`config.mk`:
```
export PLATFORM = sky130hd
export DESIGN_NAME = fetch_unit
export DESIGN_NICKNAME = d
export VERILOG_FILES = /design/src/rtl/fetch_unit.sv
export SDC_FILE = /design/constraint.sdc
export NUM_CORES = 1
export LEC_CHECK = 0
export ABC_CLOCK_PERIOD_IN_PS = 9200
export CAP_MARGIN = 20
export CORE_MARGIN = 8
export CORE_UTILIZATION = 55
export DETAILED_ROUTE_END_ITERATION = 7
export PLACE_DENSITY = 0.84
export SYNTH_ARGS = -nofsm -noshare
export SYNTH_HDL_FRONTEND = slang
export SYNTH_SLANG_ARGS = --single-unit
```
`constraint.sdc`:
```
create_clock -name clk -period 9.2 [get_ports clk]
set_input_delay 1.84 -clock clk [delete_from_list [all_inputs] [get_ports clk]]
set_output_delay 1.84 -clock clk [all_outputs]
set_load 0.01 [all_outputs]
```
`src/rtl/fetch_unit.sv`:
```
// IF stage plus IF/ID pipeline register: owns the PC, fetches from instruction memory,
// and redirects on branch/jump/illegal decisions made for the instruction held in ID.
module fetch_unit #(
  parameter logic [31:0] RESET_PC    = 32'h0000_0000,
  parameter logic [31:0] ILLEGAL_VEC = 32'h0000_0180
) (
  input  logic        clk,
  input  logic        rst,
  input  logic        stall,
  input  logic [1:0]  pcsource,
  output logic [31:0] imem_addr,
  input  logic [31:0] imem_rdata,
  input  logic        imem_ready,
  output logic [31:0] id_inst,
  output logic [31:0] id_pc4,
  output logic        id_valid,
  output logic [5:0]  id_op,
  output logic [5:0]  id_func,
  output logic        illegal
);

  typedef enum logic [1:0] {
    PCS_SEQ     = 2'b00,
    PCS_BRANCH  = 2'b01,
    PCS_JUMP    = 2'b10,
    PCS_ILLEGAL = 2'b11
  } pcsrc_e;

  typedef enum logic [1:0] {
    ACT_HOLD,
    ACT_REDIRECT,
    ACT_BUBBLE,
    ACT_FETCH
  } act_e;

  logic [31:0] pc_q, pc_d;
  logic [31:0] id_inst_q, id_inst_d;
  logic [31:0] id_pc4_q, id_pc4_d;
  logic        id_valid_q, id_valid_d;
  logic        illegal_q, illegal_d;

  logic [31:0] pc_plus4;
  logic [31:0] bpc;
  logic [31:0] jpc;
  pcsrc_e      eff_src;
  act_e        act;

  assign pc_plus4 = pc_q + 32'd4;
  assign bpc      = id_pc4_q + {{14{id_inst_q[15]}}, id_inst_q[15:0], 2'b00};
  assign jpc      = {id_pc4_q[31:28], id_inst_q[25:0], 2'b00};

  // A bubble in ID carries no decision, so its pcsource is treated as sequential.
  assign eff_src = id_valid_q ? pcsrc_e'(pcsource) : PCS_SEQ;

  always_comb begin
    act = ACT_FETCH;
    if (stall) begin
      act = ACT_HOLD;
    end else if (eff_src != PCS_SEQ) begin
      act = ACT_REDIRECT;
    end else if (!imem_ready) begin
      act = ACT_BUBBLE;
    end
  end

  always_comb begin
    pc_d       = pc_q;
    id_inst_d  = id_inst_q;
    id_pc4_d   = id_pc4_q;
    id_valid_d = id_valid_q;
    illegal_d  = 1'b0;
    case (act)
      ACT_HOLD: begin
      end
      ACT_REDIRECT: begin
        // The word fetched this cycle is on the wrong path and is dropped.
        id_inst_d  = 32'h0;
        id_pc4_d   = 32'h0;
        id_valid_d = 1'b0;
        case (eff_src)
          PCS_BRANCH: pc_d = bpc;
          PCS_JUMP:   pc_d = jpc;
          default: begin
            pc_d      = ILLEGAL_VEC;
            illegal_d = 1'b1;
          end
        endcase
      end
      ACT_BUBBLE: begin
        id_inst_d  = 32'h0;
        id_pc4_d   = 32'h0;
        id_valid_d = 1'b0;
      end
      default: begin
        id_inst_d  = imem_rdata;
        id_pc4_d   = pc_plus4;
        id_valid_d = 1'b1;
        pc_d       = pc_plus4;
      end
    endcase
  end

  always_ff @(posedge clk) begin
    if (rst) begin
      pc_q       <= RESET_PC;
      id_inst_q  <= 32'h0;
      id_pc4_q   <= 32'h0;
      id_valid_q <= 1'b0;
      illegal_q  <= 1'b0;
    end else begin
      pc_q       <= pc_d;
      id_inst_q  <= id_inst_d;
      id_pc4_q   <= id_pc4_d;
      id_valid_q <= id_valid_d;
      illegal_q  <= illegal_d;
    end
  end

  assign imem_addr = pc_q;
  assign id_inst   = id_inst_q;
  assign id_pc4    = id_pc4_q;
  assign id_valid  = id_valid_q;
  assign id_op     = id_inst_q[31:26];
  assign id_func   = id_inst_q[5:0];
  assign illegal   = illegal_q;

endmodule
```
# Word-level counts from Yosys, hierarchy flattened
# Cells that the tools add are included.
# totals
ff_bits,98
input_bits,38
word_cells,28
# op_classes
add_sub_neg,2
eq_ne,4
n_mux,10
bitwise_logic,1
n_reduce_logical,6
# op_table
cell,n
case mux 32 bit (2 select lines),4
adder 32 x 3 -> 32 bit (second input constant),1
adder 32 bit,1
OR reduction 2 bit,4
2-to-1 mux 2 bit,3
== test 2 x 1 -> 1 bit (second input constant),2
== test 2 bit (second input constant),2
zero test 2 bit,1
2-to-1 mux 1 bit,2
case mux 1 bit (2 select lines),1
nonzero test 2 bit,1
inverter 1 bit,1

# Logic depth before layout (Yosys ltp)
# Gate-level depths: netlist of the first run.
# logic_depth
depth_word,7
depth_mapped,16
depth_no_buf,12

# Worst setup path before layout of the first run
# OpenSTA, ideal clock, no wires.
# synth_path
kind,input to register
startpoint,input pcsource[0]
endpoint,"register pc_q[28], in the netlist imem_addr[28]"
setup_time_ns,0.120
arrival_ns,4.317
required_ns,9.080
setup_slack_ns,4.763
stages,15
cell_sequence,nand2_1 -> ha_1 -> a21o_1 -> clkbuf_1 -> clkinv_1 -> clkbuf_1 -> ha_1 -> clkbuf_1 -> nand2_1 -> nor2_1 -> and2_1 -> buf_2 -> a22oi_1 -> nand3_1 -> o31a_1
# synth_between
elab_chain_cells,7
elab_cells_between_ends,12
cone_classes,eq/ne: 4; mux: 5; reduce/logical: 3
# synth_rtl
item,line,source
start: declaration,10,"input logic [1:0] pcsource,"
2-to-1 mux 2 bit (*),53,assign eff_src = id_valid_q ? pcsrc_e'(pcsource) : PCS_SEQ;
nonzero test 2 bit,59,end else if (eff_src != PCS_SEQ) begin
2-to-1 mux 2 bit,59,
2-to-1 mux 2 bit,57,if (stall) begin
== test 2 bit / zero test 2 bit (equally long branches),72,case (act)
OR reduction 2 bit (no source line),-,
case mux 32 bit (2 select lines),72,
end signal: assignment,111,pc_q <= pc_d;
end: declaration,36,"logic [31:0] pc_q, pc_d;"
# Mark *: on every way between the ends. The rest lies on a longest branch, timed or not.
# A chain may end at the register's enable or synchronous reset.

# Worst setup path after layout of the first run
# layout_path
startpoint,input pcsource[1]
endpoint,"register pc_q[25], in the netlist imem_addr[25]"
# The elaborated chain is that of the path after synthesis.

==> results of run 1 <==
-- worst max-delay path: stages --
cell and delay, ns:
clkdlybuf4s50_1 0.44, nand2_1 0.13, ha_1 0.19, a21o_1 0.13, buf_4 0.45, clkinv_1 0.55, ha_1 0.41, buf_4 0.23
and3_1 0.38, a221o_1 0.37, a22oi_1 0.19, o21ai_0 0.10
-- cells in the final DEF (no fill, tap or decap), drive strengths merged, types with 8 or more instances in the layout --
cell type        n
o21a             8
clkdlybuf4s50  146
ha              35
nand2           44
inv             21
o21ai           41
nand4            9
nand3           31
xor2            14
clkbuf           9
a22oi           28
dfxtp           98
a21o            14
nor3b           36
nor3            25
a211oi          12
xnor2           31
or3              8
a21oi           96
nor2           122
buf              9
a221oi          14
-- stage by stage --
| stage | area, sq um | instances | total power, W |
|---|---|---|---|
| 6_report | 8110 | 1080 | 0.00110 |
| 5_1_grt | 8110 | 1080 | 0.00114 |
| 4_1_cts | 8070 | 1078 | 0.00110 |
| 3_5_place_dp | 7790 | 1062 | 0.000739 |
| 3_3_place_gp | 7790 | 1062 | 0.000736 |
| 2_1_floorplan | 6410 | 834 | 0.000630 |
-- worst paths after layout --
kind | start | slack, ns | endpoint | cells after the start
hold reg to reg | id_inst[30]$_SDFFE_PP0P_ | 0.53 | id_inst[30]$_SDFFE_PP0P_ | 2
setup / recovery | pcsource[1] | 4.02 | imem_addr[25]$_SDFFE_PP0N_ | 12
hold / removal | id_inst[30]$_SDFFE_PP0P_ | 0.53 | id_inst[30]$_SDFFE_PP0P_ | 2
setup reg to reg | id_valid$_SDFFE_PP0P_ | 5.58 | imem_addr[25]$_SDFFE_PP0N_ | 11
-- area by class of cell --
| cell class | count | share of cell area |
|---|---|---|
| multi-input cells | 648 | 0.501 |
| clock inverters | 7 | 0.00663 |
| inverters | 20 | 0.00926 |
| repair buffers | 155 | 0.191 |
| flip-flops and latches | 98 | 0.242 |
| well taps | 143 | 0.0221 |
| clock buffers | 9 | 0.0278 |
-- flip-flops by register name (all words and copies together), names as in the netlist --
name	cells
id_inst	32
id_pc4	32
id_valid	1
illegal	1
imem_addr	32
-- cells by family (layout without fill, tap and decap cells) --
logic type	after synthesis	after routing	synth area share
compound gates	255	255	0.254
simple gates	307	307	0.236
mux	5	5	0.00800
flops	98	98	0.306
fa+ha+maj	36	36	0.0714
buf+inv	88	191	0.0624
xor+xnor	45	45	0.0615
-- synthesized netlist by cell type (2+ instances only) --
cell type  instances
a21o_1            14
and3_1             5
a222oi_1           2
a22o_1             2
xor2_1            14
nor4_1             3
nand2b_1           5
dfxtp_1           98
buf_1             10
or3_1              8
nand3_1           30
nor3b_1           36
o31a_1             3
a22oi_1           28
nor2_1           122
a31oi_1            7
buf_6              2
and4_1             4
and2_1             4
nor2b_1            2
mux2i_1            4
buf_4             12
o211ai_1           5
ha_1              35
o22ai_1            2
nand4_1            9
xnor2_1           31
a311oi_1           2
inv_1             19
o21a_1             8
a21oi_1           96
o21ai_0           41
buf_2              8
clkbuf_1          36
nand2_1           44
a221oi_1          14
or2_2              2
nor3_1            25
a211oi_1          12
a221o_1            4
or4_1              4
-- layer usage --
| layer | global-route usage | routed length [um] |
|---|---|---|
| met5 | 0 | 0 |
| met4 | 0.106 | 536 |
| met3 | 0.0589 | 1940 |
| met1 | 0.357 | 8750 |
| met2 | 0.426 | 9650 |
-- power groups by stage --
stage / Sequential [W] / Clock (W) / Combinational, W
after floorplan: 0.000485 / 0 / 0.000145
after global placement: 0.000483 / 0 / 0.000253
after detailed placement: 0.000483 / 0 / 0.000256
after CTS: 0.000473 / 0.000364 / 0.000258
after global routing: 0.000476 / 0.000381 / 0.000286
final: 0.000474 / 0.000365 / 0.000263
==> summary.md, run 1 <==
| Metric | Value |
|---|---|
| Sw Ratio | `0.323` |
| I/O Buffers | `147` |
| Sw Pwr | `0.000356 W` |
| Hold Fails Final Rpt | `0` |
| DR WL/cell | `19.3 um` |
| Ant diodes | `0` |
| Fmax | `193 MHz` |
| Skew-Pair Late Insertion Delay | `about 0.35 ns` |
| DIE WIDTH | `between 100 and 150 um` |
| Core Area | `11400 sq um` |
| Die H | `124 um` |
| First-pass GRT wire length | `33.0 mm` |
| Async SR Flop Fraction | `0` |
| Synthesized net count | `908` |
| Cell internal pwr | `0.000746 W` |
| P per Cell Area | `136 nW/um^2` |
| Post-route core utilization | `0.710` |
| Yosys Warn Count | `0` |
| Layout area overhead | `26.4%` |
| Post-synthesis register bit count | `98` |
| CTS clock-pin slew for the worst setup and hold paths | `0.07 ns` |
| Synthesized netlist cell count | `834` |
| Part of the power in registers | `0.430` |
| WP data arrival | `5.40 ns` |
| Die area | `~15000 sq um` |
| Ports | `148` |
| TritonCTS buffer count | `9` |
| Cts hold-fix bufs | `0` |
| Dominant cell type by area after synthesis | `dfxtp_1` |
| Most common flop cell mapped by yosys | `dfxtp_1` |
| CP endpoint kind | `flop` |
| Synth unique cells | `63` |
| Clock network fraction of total power | `0.331` |
| # DRC | `0` |
| Dpl ws | `around 3.8 ns` |
| Fillcell total | `981` |
| Peak supply drop | `88.4 uV` |
| Sequential Area | `1960 sq um` |
| Multi-input gate area | `a little over 4000 sq um` |
| DRT Pass-1 Iters | `5` |
| H-tree depth | `3` |
| CP required | `9.42 ns` |
| Worst min path class | `flop to flop` |
| Post-DRT Antenna Nets | `0` |
| GRT Util Overall | `0.271` |
| Total Routed Length | `20.9 mm` |
| # clock sinks | `98` |
| Worst-case clock buffer depth | `2` |
| Via/cell ratio | `between 6 and 7` |
| Starting DRT DRC Count | `602` |
| Cell area after synthesis | `~6400 sq um` |
| Final #Nets | `1006` |
| Vias | `about 6700` |
| Setup violations, final | `0` |
| Syn_area_per_cell | `7.69 sq um` |
| Sequential fraction of the synthesis area | `0.306` |
| Vias in the first global route | `6237` |
| Number of flops mapped to enable cells by yosys | `0` |
| Max-slew headroom | `0.289` |
| DP HPWL | `between 15 and 20 mm` |
| Setup Crit Path Kind | `input pin to flop` |
| Final WS setup | `4.02 ns` |
| RSZ-0062 raised after global routing | `no` |
| Max Transition Viols Final | `0` |
| Logic pwr share | `0.239` |
| Crit path max fanout | `49` |
| Slew @ Worst Pin | `approximately 1.1 ns` |
| Worst setup SP type | `input pin` |
| Layout cells sized above 1 | `0.0374` |
| Status | `finished clean` |
| Setup Fix Bufs, Post-CTS | `0` |
| Setup tns final | `0 ns` |
| # rows | `39` |
| Clk Tree Root Cell | `clkbuf_16` |
| Pleak | `a little under 3 nW` |
| Period minus WS final | `5.18 ns` |
| Final Skew | `0.00861 ns` |
| Synth top area share | `0.306` |
| Hold_ws | `0.530 ns` |
| GR Overflow Total | `0` |
| Initial Utilization | `0.562` |
| # Max-Cap Violations | `0` |
| CTS tree | `done` |
| Post_cts resized | `0` |
| Largest net degree at the start of global routing | `between 100 and 150` |
| Synth area leaders | `dfxtp_1, a21oi_1, nor2_1, ha_1, xnor2_1` |
| Final Cycle Share | `0.563` |
| Gpl congestion | `~0.94` |
| Initial antenna violation count | `0` |
Power figures use the tool's default switching activity.
==> run 2: changes to the inputs <==
==> config.mk (replaced) <==
export PLATFORM = sky130hd
export DESIGN_NAME = fetch_unit
export DESIGN_NICKNAME = d
export VERILOG_FILES = /design/src/rtl/fetch_unit.sv
export SDC_FILE = /design/constraint.sdc
export NUM_CORES = 1
export LEC_CHECK = 0
export ABC_CLOCK_PERIOD_IN_PS = 4700
export CAP_MARGIN = 20
export CORE_MARGIN = 8
export CORE_UTILIZATION = 46
export DETAILED_ROUTE_END_ITERATION = 7
export PLACE_DENSITY = 0.74
export SYNTH_ARGS = -nofsm -noshare
export SYNTH_HDL_FRONTEND = slang
export SYNTH_SLANG_ARGS = --single-unit
==> constraint.sdc (replaced) <==
create_clock -name clk -period 4.7 [get_ports clk]
set_input_delay 0.94 -clock clk [delete_from_list [all_inputs] [get_ports clk]]
set_output_delay 0.94 -clock clk [all_outputs]
set_load 0.01 [all_outputs]
==> run 2 against run 1 <==
- first-iteration DRC count grew 5.3%
- largest power group unchanged
- routed wire length shrank 1.0%
- critical path depth shrank 1
- highest routed layer unchanged
==> summary.md, run 2 (same netlist as run 1, synthesis figures left out) <==
| Metric | Value |
|---|---|
| DR WL/cell | `between 15 and 20 um` |
| CTS tree | `done` |
| Hold Fails Final Rpt | `0` |
| Final Skew | `0.0117 ns` |
| CP endpoint kind | `flop` |
| Core Area | `13800 sq um` |
| # rows | `43` |
| Largest net degree at the start of global routing | `50` |
| Worst setup SP type | `input pin` |
| DRT Pass-1 Iters | `6` |
| Layout cells sized above 1 | `0.0404` |
| Final instance area | `8170 sq um` |
| Vias | `6574` |
| Part of the power in registers | `0.435` |
| Final #Nets | `~1000` |
| RSZ-0062 raised after global routing | `no` |
| Pleak | `between 3 and 4 nW` |
| DP HPWL | `15.0 mm` |
| WP data arrival | `3.54 ns` |
| Cell internal pwr | `0.00147 W` |
| Ant diodes | `0` |
| Clock network fraction of total power | `0.329` |
| Logic pwr share | `0.236` |
| TritonCTS buffer count | `9` |
| P per Cell Area | `262 nW/um^2` |
| Slew @ Worst Pin | `roughly 0.8 ns` |
| Total Routed Length | `20.7 mm` |
| GR Overflow Total | `0` |
| CTS clock-pin slew for the worst setup and hold paths | `0.07 ns` |
| Max Transition Viols Final | `0` |
| Die area | `18000 sq um` |
| Worst R2R Setup Slack | `1.63 ns` |
| Initial antenna violation count | `0` |
| Dpl ws | `around 1.1 ns` |
| Max-slew headroom | `0.465` |
| Clk Tree Root Cell | `clkbuf_16` |
| CP required | `4.95 ns` |
| Most frequent cells in the layout | `clkdlybuf4s50_1, nor2_1, dfxtp_1` |
| Final WS setup | `about 1.4 ns` |
| Sw Ratio | `0.314` |
| Vias in the first global route | `6165` |
| Crit path max fanout | `26` |
| Setup violations, final | `0` |
| Gpl congestion | `roughly 0.9` |
| Status | `finished clean` |
| Setup Crit Path Kind | `input pin to flop` |
| Fmax | `about 300 MHz` |
| GRT Util Overall | `0.228` |
| Sw Pwr | `0.000672 W` |
| Worst min path class | `flop to flop` |
| I/O Buffers | `between 100 and 150` |
| H-tree depth | `3` |
| Post-DRT Antenna Nets | `0` |
| Ports | `between 100 and 150` |
| Placement Cell Area | `between 7000 and 8000 sq um` |
| Via/cell ratio | `slightly below 6` |
| Skew-Pair Late Insertion Delay | `0.37 ns` |
| # Max-Cap Violations | `0` |
| Cts hold-fix bufs | `0` |
| Post_cts resized | `0` |
| Starting DRT DRC Count | `around 630` |
| Setup tns final | `0 ns` |
| Setup Fix Bufs, Post-CTS | `0` |
| # DRC | `0` |
| Layout area overhead | `27.4%` |
| Most common cell after layout, fill and taps aside | `clkdlybuf4s50_1` |
| Initial Utilization | `0.466` |
| Die H | `134 um` |
| Peak supply drop | `roughly 160 uV` |
| # clock sinks | `98` |
| DIE WIDTH | `134 um` |
| First-pass GRT wire length | `33.1 mm` |
| Final Cycle Share | `0.699` |
| Worst-case clock buffer depth | `2` |
| Period minus WS final | `3.29 ns` |
run 2: layout make-up:
type / count / area [sq um]
fillers: 1285 / 5610
well taps: 180 / 225
flip-flops and latches: 98 / 1960
multi-input cells: 648 / 4060
inverters: 20 / 75.1
repair buffers: 159 / 1570
clock inverters: 5 / 30.0
clock buffers: 11 / 243
run 2: routing by layer:
layer  GRT usage  vias up  wire length, um
met3      0.0456       37             1500
met1       0.303     3046             9260
met5           0        -                0
met4      0.0961        0              484
met2       0.353      260             9430
li1            -     3231                -
run 2: per-stage QoR:
| step | hold slack, ns | total power [W] | instances | utilization |
|---|---|---|---|---|
| 2_1_floorplan | 0.543 | 0.00123 | 834 | - |
| 3_3_place_gp | 0.501 | 0.00145 | 1105 | 0.573 |
| 3_5_place_dp | 0.513 | 0.00145 | 1105 | 0.573 |
| 4_1_cts | 0.528 | 0.00215 | 1121 | 0.593 |
| 5_1_grt | 0.557 | 0.00224 | 1121 | 0.593 |
| 6_report | 0.519 | 0.00214 | 1121 | 0.593 |
run 2: worst paths after layout:
check | from | endpoint | depth (start not counted)
max reg2reg | id_inst[15]$_SDFFE_PP0P_ | imem_addr[29]$_SDFFE_PP0N_ | 9
min | id_inst[27]$_SDFFE_PP0P_ | id_inst[27]$_SDFFE_PP0P_ | 2
max | pcsource[0] | imem_addr[25]$_SDFFE_PP0N_ | 11
min reg2reg | id_inst[27]$_SDFFE_PP0P_ | id_inst[27]$_SDFFE_PP0P_ | 2
run 2: critical path: stages:
cell and delay, ns:
clkdlybuf4s50_1 0.45, nand2_1 0.09, ha_1 0.23, a21o_1 0.19
clkinv_1 0.06, ha_1 0.17, buf_4 0.32, inv_1 0.37
a221o_1 0.42, a22oi_1 0.18, o21ai_0 0.10
run 2: power groups by stage:
stage / clock [W] / combinational (W) / sequential, W
final: 0.000706 / 0.000506 / 0.000932
after global routing: 0.000746 / 0.000556 / 0.000938
after CTS: 0.000713 / 0.000506 / 0.000931
after detailed placement: 0 / 0.000503 / 0.000950
after global placement: 0 / 0.000499 / 0.000949
after floorplan: 0 / 0.000283 / 0.000950
==> run 3: changes to the inputs <==
==> config.mk (replaced) <==
export PLATFORM = sky130hd
export DESIGN_NAME = fetch_unit
export DESIGN_NICKNAME = d
export VERILOG_FILES = /design/src/rtl/fetch_unit.sv
export SDC_FILE = /design/constraint.sdc
export NUM_CORES = 1
export LEC_CHECK = 0
export ABC_CLOCK_PERIOD_IN_PS = 3450
export CAP_MARGIN = 20
export CORE_MARGIN = 8
export CORE_UTILIZATION = 51
export DETAILED_ROUTE_END_ITERATION = 7
export PLACE_DENSITY = 0.78
export SYNTH_ARGS = -nofsm -noshare
export SYNTH_HDL_FRONTEND = slang
export SYNTH_SLANG_ARGS = --single-unit
==> constraint.sdc (replaced) <==
create_clock -name clk -period 3.45 [get_ports clk]
set_input_delay 0.69 -clock clk [delete_from_list [all_inputs] [get_ports clk]]
set_output_delay 0.69 -clock clk [all_outputs]
set_load 0.01 [all_outputs]
==> run 3 against run 2 <==
- clock skew is 0.0029 ns lower
- non-clock buffer count is 16 higher
- sequential cell count stayed put
- sequential share of layout area is 0.42 points lower
- count of clock-buffer cells in the layout stayed put
- largest power group unchanged
- clock power is 40% higher
- highest routed layer unchanged
==> summary.md, run 3 (same netlist as run 1, synthesis figures left out) <==
| Metric | Value |
|---|---|
| Hold Crit Endpoint | `id_pc4[0]$_SDFFE_PP0P_` |
| Final Cycle Share | `0.878` |
| Setup violations, final | `0` |
| # rows | `41` |
| Multi-input gate area | `4060 sq um` |
| Setup tns final | `0 ns` |
| Vias | `6766` |
| Post_cts resized | `0` |
| Final instance area | `8310 sq um` |
| Die area | `16400 sq um` |
| Total Routed Length | `21.6 mm` |
| Max-slew headroom | `0.570` |
| Critical R2R Capture | `imem_addr[31]$_SDFFE_PP0N_` |
| Slowest CP cell | `a2111oi_2` |
| Worst min path class | `flop to flop` |
| Sw Pwr | `0.000950 W` |
| Final #Nets | `1026` |
| Vias in the first global route | `approximately 6300` |
| RSZ-0062 raised after global routing | `no` |
| H-tree depth | `3` |
| Worst path most repeated cell | `o21ai_0` |
| Min-Delay Startpoint | `id_pc4[0]$_SDFFE_PP0P_` |
| WP data arrival | `3.25 ns` |
| TritonCTS buffer count | `9` |
| Die H | `128 um` |
| # Max-Cap Violations | `0` |
| Reg2Reg Depth | `9` |
| GR Overflow Total | `0` |
| Fmax | `330 MHz` |
| Layout area overhead | `29.6%` |
| Most common cell after layout, fill and taps aside | `clkdlybuf4s50_1` |
| Via/cell ratio | `5.99` |
| Core Area | `12500 sq um` |
| Hold Fails Final Rpt | `0` |
| CTS tree | `done` |
| Worst R2R Setup Slack | `~0.42 ns` |
| WHS Path Cells | `2` |
| Period minus WS final | `about 3 ns` |
| Gpl congestion | `0.949` |
| Clk Tree Root Cell | `clkbuf_16` |
| Final Skew | `0.00888 ns` |
| Hold_ws | `approximately 0.53 ns` |
| Overall Power | `0.00298 W` |
| Skew-Pair Late Insertion Delay | `roughly 0.36 ns` |
| Initial antenna violation count | `0` |
| GRT Util Overall | `0.259` |
| Peak supply drop | `around 220 uV` |
| Pleak | `about 3 nW` |
| Worst setup SP type | `flop` |
| Post-DRT Antenna Nets | `0` |
| Part of the power in registers | `0.424` |
| Cell internal pwr | `0.00203 W` |
| Fillcell total | `1102` |
| Worst Setup SP | `id_inst[2]$_SDFFE_PP0P_` |
| DP HPWL | `16.0 mm` |
| Sw Ratio | `0.318` |
| CTS clock-pin slew for the worst setup and hold paths | `0.07 ns` |
| Final WS setup | `~0.42 ns` |
| Setup Crit Path Kind | `flop to flop` |
| Worst-case clock buffer depth | `2` |
| Initial Utilization | `0.515` |
| P per Cell Area | `359 nW/um^2` |
| Setup Fix Bufs, Post-CTS | `0` |
| Clock network fraction of total power | `0.331` |
| First-pass GRT wire length | `33.7 mm` |
| Slew @ Worst Pin | `around 0.64 ns` |
| Most frequent cells in the layout | `clkdlybuf4s50_1, nor2_1, dfxtp_1` |
| Max Transition Viols Final | `0` |
| DRT Pass-1 Iters | `5` |
| Ports | `148` |
| Layout cells sized above 1 | `0.0564` |
| Logic pwr share | `0.245` |
| RR Startpoint | `id_inst[2]$_SDFFE_PP0P_` |
| # DRC | `0` |
| Cts hold-fix bufs | `0` |
| Sequential Area | `1960 sq um` |
| # clock sinks | `98` |
| Delay of the slowest cell on the worst path | `around 0.50 ns` |
| Worst-path cell chain | `ha_1 > o21ai_0 > o211ai_1 > nand2_1 > o31ai_1 > o221ai_1 > a2111oi_2 > mux2i_1 > o21ai_0` |
| Crit path max fanout | `5` |
| CP required | `around 3.7 ns` |
| I/O Buffers | `147` |
| Starting DRT DRC Count | `587` |
| CP endpoint kind | `flop` |
| Ant diodes | `0` |
| Status | `finished clean` |
| DR WL/cell | `approximately 19 um` |
| Placement Cell Area | `8030 sq um` |
| Dpl ws | `approximately 0.27 ns` |
| Largest net degree at the start of global routing | `49` |
| DIE WIDTH | `128 um` |
run 3: critical path, delay by kind of cell, from the launching register on:
kind                     cells  cell delay (ns)
multiplexers                 1             0.25
AO/OA/AOI/OAI                6             1.73
adder cells (fa/ha/maj)      1             0.36
flip-flops                   1             0.36
AND/OR/NAND/NOR              1             0.20
run 3: final cells by class:
class	count	share of cell area
well taps	172	0.0259
multi-input cells	648	0.489
clock inverters	5	0.00467
repair buffers	175	0.206
inverters	20	0.00903
flip-flops and latches	98	0.236
clock buffers	11	0.0292
run 3: power groups by stage:
stage / Sequential (W) / Combinational [W] / Clock, W
4_1_cts: 0.00126 / 0.000730 / 0.000995
3_5_place_dp: 0.00129 / 0.000725 / 0
3_3_place_gp: 0.00129 / 0.000716 / 0
6_report: 0.00126 / 0.000732 / 0.000986
5_1_grt: 0.00127 / 0.000798 / 0.00104
2_1_floorplan: 0.00129 / 0.000386 / 0
run 3: metrics by stage:
step                std cells  utilization
global placement         1113        0.644
CTS                      1129        0.667
finish                   1129        0.667
detailed placement       1113        0.644
floorplan                 834            -
global route             1129        0.667
run 3: routing by layer:
layer | share of wire | track usage
met5 | 0 | 0
met3 | 0.085 | 0.0516
met1 | 0.42 | 0.333
met2 | 0.47 | 0.411
met4 | 0.025 | 0.114
run 3: how the worst max path moves through the flow:
stage / end / slack, ns / cells after the start
after global routing: imem_addr[28]$_SDFFE_PP0N_ / 0.21 / 12
after detailed placement: id_inst[31]$_SDFFE_PP0P_ / 0.27 / 10
after global placement: id_inst[31]$_SDFFE_PP0P_ / 0.35 / 10
after floorplan: imem_addr[28]$_SDFFE_PP0N_ / 0.16 / 15
final: imem_addr[31]$_SDFFE_PP0N_ / 0.42 / 9
after CTS: imem_addr[28]$_SDFFE_PP0N_ / 0.46 / 12
==> RTL change 1: new RTL, config.mk and constraints of run 1 <==
`ILLEGAL_VEC`: 32'h0000_0180 -> 32'h00000120.
--- a/src/rtl/fetch_unit.sv
+++ b/src/rtl/fetch_unit.sv
@@ -3,5 +3,5 @@
 module fetch_unit #(
   parameter logic [31:0] RESET_PC    = 32'h0000_0000,
-  parameter logic [31:0] ILLEGAL_VEC = 32'h0000_0180
+  parameter logic [31:0] ILLEGAL_VEC = 32'h00000120
 ) (
   input  logic        clk,
Behaviour: not the same (Yosys sat finds a counterexample within 4 cycles, from zero or initial values and one cycle with rst high).
==> RTL change 1 against run 1 <==
Sequential share of layout area up 0.62 points; wire length is 1.4% higher; sequential cell count did not move; clock skew shrank 0.0045 ns; design area down 2.5%; die area shrank 2.6%; non-clock buffer count is 3 lower; combinational power decreased by 3%; register-to-register slack got worse by 0.90 ns; power down 0.80%; area after synthesis fell by 3.0%; worst setup slack lost 0.82 ns; largest cell class unchanged.
==> RTL change 1: results (changes against run 1) <==
- The flow ran to the end, and the final reports show no timing, DRC or antenna violations.
- The HPWL reported at the end of detailed placement is 15200 µm (+0.99%).
- The endpoint arrival time on the critical path is 6.24 ns (+0.84 ns).
- The fraction of met2 tracks used by global routing is 43.7% (+1.1 points).
- The largest stage delay on the critical path is 0.81 ns (+0.26 ns).
- The fraction of layout cells with a size suffix above 1 is 3.30% (-0.43 points).
- By area the synthesized netlist is led by sky130_fd_sc_hd__dfxtp_1 (32%), sky130_fd_sc_hd__a21oi_1 (7.5%), sky130_fd_sc_hd__ha_1 (7.0%).
- The fraction of standard cell area in multi-input logic was 49.2% (-0.87 points).
- The endpoint of the lowest-slack register-to-register path is imem_addr[28].
- The final weighted congestion in routability-driven placement was 0.911 (-2.8%).
- The synthesized-area fraction occupied by adder cells came to 7.36% (+0.22 points).
- The clock skew after layout is 0.00407 ns (-0.00453 ns).
- The multi-input logic cell count is 623 (-3.9%).
- The xor/xnor cell area share of the yosys netlist was 6.76% (+0.61 points).
- The met3 routing resource usage after global routing is 6.67% (+0.78 points).
- After synthesis, the most frequently instantiated cells are sky130_fd_sc_hd__nor2_1 (116), sky130_fd_sc_hd__dfxtp_1 (98), sky130_fd_sc_hd__a21oi_1 (93).
- The detailed-routing wirelength on met1 is 8980 µm (+2.6%).
- The cell depth of the worst flop-to-flop path is 10 (-1).
- The reported leakage power is 2.93 nW (-1.8%).
- The wire length on met3 is 2060 µm (+6.1%).
- The number of violations reported at the end of detailed-routing iteration 0 is 520 (-14%).
- The complex-gate fraction of the synthesized area is 24.7% (-0.76 points).
- The post-synthesis cell type count is 62 (-1.6%).
- The clock buffer instance count of the final layout is 13 (+4).
- The total via count after detailed routing was 6550 (-2.1%).
- The horizontal die dimension was 122 µm (-1.3%).
- The proportion of final cell area spent on non-clock buffers is 19.3% (+0.16 points).
- The maximum number of pins on one net before global-route repair is 113 (+0.89%).
- The number of placed instances, taps included is 1035 (-2.5%).
- The period utilization was 65.2% (+8.9 points).
- The length of routed met2 wiring is 9580 µm (-0.76%).
- The maximum vdd drop was 126 µV (+42%).
- The register-to-register setup slack is 4.68 ns (-0.90 ns).
[RTL change 1: worst min path at each step]
| stage | endpoint | cells past startpoint | from | slack (ns) |
|---|---|---|---|---|
| after floorplan | id_pc4[26] | 2 | id_pc4[26] | 0.54 |
| after global placement | id_inst[26] | 2 | id_inst[26] | 0.50 |
| after CTS | id_inst[27] | 2 | id_inst[27] | 0.53 |
| after global routing | id_pc4[26] | 2 | id_pc4[26] | 0.56 |
| final | id_inst[28] | 2 | id_inst[28] | 0.53 |
| after detailed placement | id_pc4[12] | 2 | id_pc4[12] | 0.51 |
[RTL change 1: report_power, final]
group / internal [W] / total, W / switching, W / leakage (nW)
Clock: 0.000197 / 0.000363 / 0.000167 / 0.132
Combinational: 0.000111 / 0.000254 / 0.000143 / 2.00
Sequential: 0.000445 / 0.000476 / 0.0000309 / 0.797
Total: 0.000753 / 0.00109 / 0.000341 / 2.93
==> RTL change 2: new RTL, flow settings as in run 1 <==
Made on the original files. Make the reset (`rst`) asynchronous in one clocked block.
--- a/src/rtl/fetch_unit.sv
+++ b/src/rtl/fetch_unit.sv
@@ -101,5 +101,5 @@
   end
 
-  always_ff @(posedge clk) begin
+  always_ff @(posedge clk or posedge rst) begin
     if (rst) begin
       pc_q       <= RESET_PC;
Check against the original RTL: differs if rst is asserted again (counterexample within 4 cycles, from zero or initial values and one cycle with rst high); with rst held inactive, the same outputs for 4 cycles.
==> RTL change 2 against run 1 <==
Sequential cell count did not move; design area increased by 2.9%; synthesized cell count shrank 10%; utilization fell by 0.68 points; wire length rose by 7.7%; area after synthesis up 3.0%; worst hold slack lost 0.0066 ns; worst setup slack worse by 0.078 ns; clock skew is 0.0011 ns lower; critical path type unchanged; highest routed layer unchanged.
Power is not compared: it rests on default switching activity, and its combinational part moved more than twofold at a synthesized area within 25%.
==> RTL change 2: results (changes against run 1) <==
- The total area of multi-input combinational cells was 3800 µm² (-6.4%).
- The endpoint arrival time on the critical path is 5.56 ns (+0.16 ns).
- The mux cell area share after synthesis is 1.89% (+1.1 points).
- The flow ran to the end, and the final reports show no timing, DRC or antenna violations.
- The worst-case clock buffer depth is 2 (unchanged).
- The number of nets in the layout came to 927 (-7.9%).
- The met3 routing resource usage after global routing came to 7.52% (+1.6 points).
- The worst relative slew slack is 41.9% (+13 points).
- The HPWL reported at the end of detailed placement is 16500 µm (+10%).
- The fraction of layout cells with a size suffix above 1 is 5.24% (+1.5 points).
- The number of post-CTS setup repair buffers is 0 (unchanged).
- The sequential fraction of the synthesis area came to 37.1% (+6.5 points).
- The number of global-route vias before repair was 6356 (+1.9%).
- The sum of routed wire length over all layers is 22500 µm (+7.7%).
- The number of violations reported at the end of detailed-routing iteration 0 is 750 (+25%).
- The synthesized-area fraction occupied by adder cells came to 6.93% (-0.21 points).
- The synthesis warning total came to 0 (unchanged).
- In the synthesized netlist, the cells that appear most often are sky130_fd_sc_hd__dfrtp_1 (98), sky130_fd_sc_hd__nand2_1 (77), sky130_fd_sc_hd__o21ai_0 (63).
- The power in sequential cells is 0.000825 W.
- The post-synthesis cell type count is 65 (+3.2%).
- In the post-synthesis netlist, the biggest area contributors are sky130_fd_sc_hd__dfrtp_1 (37%), sky130_fd_sc_hd__ha_1 (6.6%), sky130_fd_sc_hd__o21ai_0 (4.8%).
- The first-pass GRT wire length is 35400 µm (+7.1%).
- The largest individual stage delay along the critical path comes from the cell sky130_fd_sc_hd__and2_1.
- The xor/xnor cell area share of the yosys netlist is 6.50% (+0.35 points).
- The post-place instance area came to 8030 µm² (+3.1%).
- The complex-gate fraction of the synthesized area is 25.9% (+0.45 points).
- The number of placed instances, taps included is 989 (-6.9%).
- The final weighted congestion in routability-driven placement is 0.909 (-3.1%).
- In this run the clock root is driven by a sky130_fd_sc_hd__clkbuf_16.
- The number of port buffers is 147 (unchanged).
- The overall routing resource usage is 28.2% (+1.1 points).
- The met1 capacity usage during global routing is 36.4% (+0.63 points).
- The length of routed met2 wiring came to 10600 µm (+9.6%).
- The largest stage delay on the critical path is 0.62 ns (+0.07 ns).
- The detailed-routing wirelength on met1 was 9320 µm (+6.5%).
- The total via count after detailed routing is 6502 (-2.9%).
- The number of standard cells after synthesis was 750 (-10%).
- VDD sags by at most 183 µV.
- The wire length on met3 was 2120 µm (+9.1%).
- The quantity of gates resized following cts came to 0 (unchanged).
- The layout filler cell count was 920 (-6.2%).
- The average wire per cell in the routed design is 22.4 µm (+16%).
- In this run switching power makes up 44.8% of total power.
- The placement-stage worst setup slack is 3.73 ns (-0.0496 ns).
- The worst-path maximum fanout is 55 (+12%).
- The proportion of synthesized flip-flops having asynchronous set or reset is 100% (+100 points).
- The number of nets produced by synthesis was 824 (-9.3%).
- The clock skew after layout came to 0.00749 ns (-0.00112 ns).
- For this run, the leading register cell type out of synthesis is sky130_fd_sc_hd__dfrtp_1.
- The fraction of met2 tracks used by global routing is 44.9% (+2.4 points).
- The maximum number of pins on one net before global-route repair is 68 (-39%).
[RTL change 2: changes by cell type after synthesis, sizes merged, moves of 13 or more]
cell,run 1,this run
nand2,44,77
o31ai,2,15
a22oi,28,9
nor3b,36,0
nor2,122,48
o21ai,41,65
a21oi,96,54
dfxtp,98,0
dfrtp,0,98
a22o,2,36
[RTL change 2: area by class of cell]
cell class,count,area share (%)
multi-input cells,572,45.6
flip-flops and latches,98,29.4
repair buffers,153,18.2
clock buffers,9,2.70
well taps,147,2.20
clock inverters,7,1.03
inverters,19,0.885
[RTL change 2: final timing paths]
path	from	endpoint	slack (ns)	cells past startpoint
setup / recovery	pcsource[0]	imem_addr[25]	3.94	13
min in group asynchronous	rst	id_inst[27]	1.82	2
max in group asynchronous	rst	id_pc4[16]	6.16	3
hold reg to reg	id_pc4[17]	id_pc4[17]	0.52	2
setup reg to reg	id_valid	imem_addr[28]	5.43	12
hold / removal	id_pc4[17]	id_pc4[17]	0.52	2
